`src/rtl/main_kernel_stream_ctrl.sv`:
```
// Run-length sequencer for one main_kernel_top lane: issues N lockstep input
// items, collects N lockstep output items, then pulses done. Only the
// handshakes pass through here; the data buses go around this block.
module main_kernel_stream_ctrl #(
    parameter int CNTW  = 32,
    parameter int NIN   = 4,
    parameter int NOUT  = 4,
    parameter int WDOGW = 16
) (
    input  logic            clk_i,
    input  logic            rst_i,
    input  logic            start_i,
    input  logic            abort_i,
    input  logic [CNTW-1:0] ntotal_i,
    output logic            busy_o,
    output logic            done_o,
    output logic            err_o,
    input  logic [NIN-1:0]  src_valid_i,
    output logic [NIN-1:0]  src_ready_o,
    output logic            k_ivalid_o,
    input  logic            k_iready_i,
    input  logic            k_ovalid_i,
    output logic            k_oready_o,
    input  logic [NOUT-1:0] snk_ready_i,
    output logic [NOUT-1:0] snk_valid_o,
    output logic [CNTW-1:0] issued_o,
    output logic [CNTW-1:0] collected_o
);

    typedef enum logic [1:0] {S_IDLE, S_RUN, S_DRAIN, S_DONE} state_t;

    state_t            state_q, state_d;
    logic [CNTW-1:0]   ntot_q, ntot_d;
    logic [CNTW-1:0]   issued_q, issued_d;
    logic [CNTW-1:0]   coll_q, coll_d;
    logic [WDOGW-1:0]  wdog_q, wdog_d;
    logic              err_q, err_d;
    logic              accept, fire_in, fire_out, wdog_exp;

    // A start is only taken in IDLE, and a simultaneous abort cancels it.
    assign accept   = (state_q == S_IDLE) && start_i && !abort_i;
    assign fire_in  = k_ivalid_o && k_iready_i;
    assign fire_out = k_ovalid_i && k_oready_o;
    // Expiry fires on the stall cycle that would drive the counter to all-ones.
    assign wdog_exp = (state_q == S_DRAIN) && (&wdog_d);

    // State and counter registers.
    always_ff @(posedge clk_i) begin
        if (rst_i) begin
            state_q  <= S_IDLE;
            ntot_q   <= '0;
            issued_q <= '0;
            coll_q   <= '0;
            wdog_q   <= '0;
            err_q    <= 1'b0;
        end else begin
            state_q  <= state_d;
            ntot_q   <= ntot_d;
            issued_q <= issued_d;
            coll_q   <= coll_d;
            wdog_q   <= wdog_d;
            err_q    <= err_d;
        end
    end

    // Drain watchdog: counts consecutive no-output cycles, idle outside DRAIN.
    always_comb begin
        wdog_d = '0;
        if (state_q == S_DRAIN && !fire_out)
            wdog_d = wdog_q + WDOGW'(1);
    end

    // Item counters, latched length and sticky error.
    always_comb begin
        ntot_d   = ntot_q;
        issued_d = issued_q + CNTW'(fire_in);
        coll_d   = coll_q + CNTW'(fire_out);
        err_d    = err_q;
        if (accept) begin
            ntot_d   = ntotal_i;
            issued_d = '0;
            coll_d   = '0;
            err_d    = 1'b0;
        end
        if (wdog_exp && !abort_i)
            err_d = 1'b1;
    end

    // Next-state logic; abort overrides every transition out of a busy state.
    always_comb begin
        state_d = state_q;
        unique case (state_q)
            S_IDLE: begin
                if (accept)
                    state_d = (ntotal_i != '0) ? S_RUN : S_DONE;
            end
            S_RUN: begin
                // issued_q is registered, so DRAIN follows one cycle after the last issue.
                if (issued_q == ntot_q)
                    state_d = (coll_d == ntot_q) ? S_DONE : S_DRAIN;
            end
            S_DRAIN: begin
                if (coll_d == ntot_q || wdog_exp)
                    state_d = S_DONE;
            end
            S_DONE:  state_d = S_IDLE;
            default: state_d = S_IDLE;
        endcase
        if (abort_i && state_q != S_IDLE)
            state_d = S_IDLE;
    end

    // Handshake gating and status outputs.
    always_comb begin
        busy_o      = (state_q == S_RUN) || (state_q == S_DRAIN);
        done_o      = (state_q == S_DONE);
        err_o       = err_q;
        k_ivalid_o  = (state_q == S_RUN) && (issued_q < ntot_q) && (&src_valid_i);
        k_oready_o  = busy_o && (coll_q < ntot_q) && (&snk_ready_i);
        src_ready_o = {NIN{fire_in}};
        snk_valid_o = {NOUT{fire_out}};
        issued_o    = issued_q;
        collected_o = coll_q;
    end

endmodule
```
`config.mk`:
```
export PLATFORM = sky130hd
export DESIGN_NAME = main_kernel_stream_ctrl
export DESIGN_NICKNAME = d
export VERILOG_FILES = /design/src/rtl/main_kernel_stream_ctrl.sv
export SDC_FILE = /design/constraint.sdc
export NUM_CORES = 1
export LEC_CHECK = 0
export BUFFER_PORTS_ARGS = -buffer_cell sky130_fd_sc_hd__buf_4
export CAP_MARGIN = 15
export CORE_MARGIN = 4
export CORE_UTILIZATION = 31
export CTS_CLUSTER_SIZE = 24
export DETAILED_ROUTE_END_ITERATION = 16
export PLACE_DENSITY_LB_ADDON = 0.08
export SYNTH_ARGS = -nofsm -noshare
export SYNTH_HDL_FRONTEND = slang
export SYNTH_SLANG_ARGS = --single-unit
export TNS_END_PERCENT = 50
```
`constraint.sdc`:
```
create_clock -name clk_i -period 5.2 [get_ports clk_i]
set_input_delay 0.26 -clock clk_i [delete_from_list [all_inputs] [get_ports clk_i]]
set_output_delay 0.26 -clock clk_i [all_outputs]
set_load 0.03 [all_outputs]
```
==> flow_metrics.tcl <==
set metrics [dict create \
    cap_viol_max_count 0 \
    h-tree-depth 4 \
    drive_gt1_share_pct 25.5 \
    die_h_um 164 \
    nNetsFinal 1277 \
    netlist_top_cells_area "dfxtp_1, ha_1, nand2_1" \
    clockBufferDepth 2 \
    grt_pass1_vias 7299 \
    die_w_um 164 \
    slowest_stage "or4b_1" \
    synth_common_cells "nand2_1, dfxtp_1, nor2_1, a21oi_1, ha_1" \
    powerDensity_nw_per_um2 280 \
    clockRootBuffer "clkbuf_16" \
    grt_first_pass_wirelength_um 42200 \
    worstPathArrival_ns 5.36 \
    cts.sinks 115 \
    via_count 7593 \
    synth.most_common_cell "nand2_1" \
    place_congestion 0.901 \
    cts_buffers 17 \
    path_clk_slew_ns 0.06 \
    detailedRoute.firstIterationViolations 558 \
    syn_nets 1067 \
    fmax_ghz 0.200 \
    leakage_nw 4.30 \
    post_cts_buffers 0 \
    place_area_um2 9530 \
    hpwlAfterDp_um 21900 \
    synth_edf_count 0 \
    min_path_type "in2reg" \
    cts_tree "done" \
    synth-seq-area-share_pct 30.4 \
    io-pin-count 123 \
    dieArea_um2 27000 \
    finalSetupTns_ns 0 \
    synth_ff_type "dfxtp_1" \
    startpoint_type "flip-flop" \
    ys_types 72 \
    synthCells 949 \
    finalHoldViolations 0 \
    antenna_found_initial 0 \
    rsz0062_at_grt "no" \
    path_buf_inv 3 \
    clk_latency_ns 0.43 \
    core_um2 23800 \
    ys_ff_latch 115 \
    cp_slowest_stage_delay_ns 0.46 \
    required_ns 5.57 \
    antenna_left 0 \
    slew_headroom_pct 24.8 \
    finalPower_mw 2.87 \
    grt_remaining_overflow 0 \
    drv_slew 0 \
    drt_pre_antenna_iters 5 \
    initial_core_util_pct 31.9 \
    status "finished, final reports clean" \
    critPathTopFamily "compound AO/OA/AOI/OAI gates" \
    fp-row-count 56 \
    synth_top_area_share_pct 30.4 \
    finalClockSkew_ns 0.0140 \
    endpoint_kind "flip-flop" \
    worst_slack_ns 0.204 \
    num_antenna_cells 0 \
    port_buffers 122 \
    async_reset_ff_share_pct 0 \
    grt_max_degree 54 \
    final_cell_area_um2 10200 \
    worstMarginPinSlew_ns 1.12 \
    yosysWarnings 0 \
    fin_crit_sh_pct 96.1 \
    path_cells "inv_1 > ha_1 > a21o_1 > a21o_1 > a2111oi_4 > o221a_2 > o31a_1 > and2_1 > ha_2 > and3_1 > nand2_2 > buf_4 > nor4_4 > xor2_1 > or4b_1 > o311ai_1 > o211ai_1 > nor4_4 > buf_4 > o311ai_0 > o21ba_1" \
    period_minus_slack_ns 5.00 \
    area_growth_syn_to_layout_pct 35.2 \
    setup_viol 0 \
    avgSynthCellArea_um2 7.98 \
    drc_errors 0 \
    wl_um 27300 \
    dp_slack_ns -0.157 \
    critical_path_class "reg2reg" \
    synth_area_leader_cell "dfxtp_1" \
    ir_drop_uv 191 \
    crit_path_max_fanout 4 \
    netlist_area_um2 7570 \
    viasPerCell 5.09 \
    wl_per_cell_um 18.3 \
    track_usage_pct 20.5 \
]
==> flip-flops by register name, summed over array words and instances (netlist names) <==
signal / flops
err_o: 1
ntot_q: 32
state_q: 2
wdog_q: 16
issued_o: 32
collected_o: 32
==> final cells by class <==
class | instances | area, um2
fill | 2470 | 13500
multi-input combinational | 752 | 5020
sequential | 115 | 2300
timing repair buffer | 229 | 1730
clock buffer | 19 | 453
tap | 319 | 399
clock inverter | 13 | 173
inverter | 44 | 165
==> tightest hold or removal path: stages <==
cell,delay [ns]
buf_4,0.11
nand2_1,0.05
a21oi_1,0.05
==> report_power, final <==
group	switching [mW]	internal (mW)	total (mW)
sequential	0.0324	0.917	0.950
clock	0.475	0.786	1.26
combinational	0.392	0.271	0.662
==> cell usage in the layout (no fill, tap or decap), types with 4 or more instances in the layout <==
cell type   Yosys  final
o21a_1          5      5
and4_1          9      9
nor3_1         22     19
o311ai_1        3      4
inv_1          44     44
or4_1           4      4
clkbuf_16       0     17
nand4_1        36     36
clkinvlp_4      0      4
buf_4           8    228
and3_1          8      8
or3_1          12     12
nand3_1        41     40
nor2_1         96     95
xor2_1         32     32
nor4_1         18     16
o211ai_1        4      4
a21o_1         23     23
a21oi_1        72     72
nand2_1       119    117
dfxtp_1       115    114
nor2b_1        10     10
nand2b_1        5      4
xnor2_1        41     41
and2_1         16     16
o31a_1          6      6
nor3_2          1      4
o21ai_0        28     26
ha_1           72     70
nand3b_1        4      4
==> cell families after synthesis <==
logic type	count (synthesis)	synth area share (%)
flops	115	30.4
compound gates	184	15.7
simple gates	419	28.1
fa+ha+maj	72	11.9
xor+xnor	75	9.04
mux	2	0.264
buf+inv	82	4.59
==> stage by stage <==
step	hold WS (ns)	instances	util (%)
floorplan	0.396	949	-
global placement	0.445	1459	40.1
detailed placement	0.452	1459	40.1
CTS	0.0708	1491	42.8
global route	0.0815	1491	43.1
finish	0.0936	1491	43.1
==> per-layer routing <==
layer / vias up / part of all wire [%] / GRT usage [%]
met5: - / 0 / 0
li1: 3818 / - / -
met2: 262 / 42 / 29.6
met3: 18 / 7.3 / 4.34
met1: 3495 / 50 / 30.9
met4: 0 / 0.83 / 4.69
==> worst paths after layout <==
| kind | cells past startpoint | slack, ns | startpoint | to |
|---|---|---|---|---|
| min | 3 | 0.09 | ntotal_i[16] | ntot_q[16] |
| min reg2reg | 2 | 0.46 | ntot_q[26] | ntot_q[26] |
| max reg2reg | 21 | 0.20 | ntot_q[29] | state_q[0] |
| max | 21 | 0.20 | ntot_q[29] | state_q[0] |
==> timing repair <==
action | CTS | global route
setup endpoints to repair | 2 | 2
resized for setup | 8 | 14
hold buffers | 0 | 0
pin swaps | 4 | 6
Power figures use the tool's default switching activity.
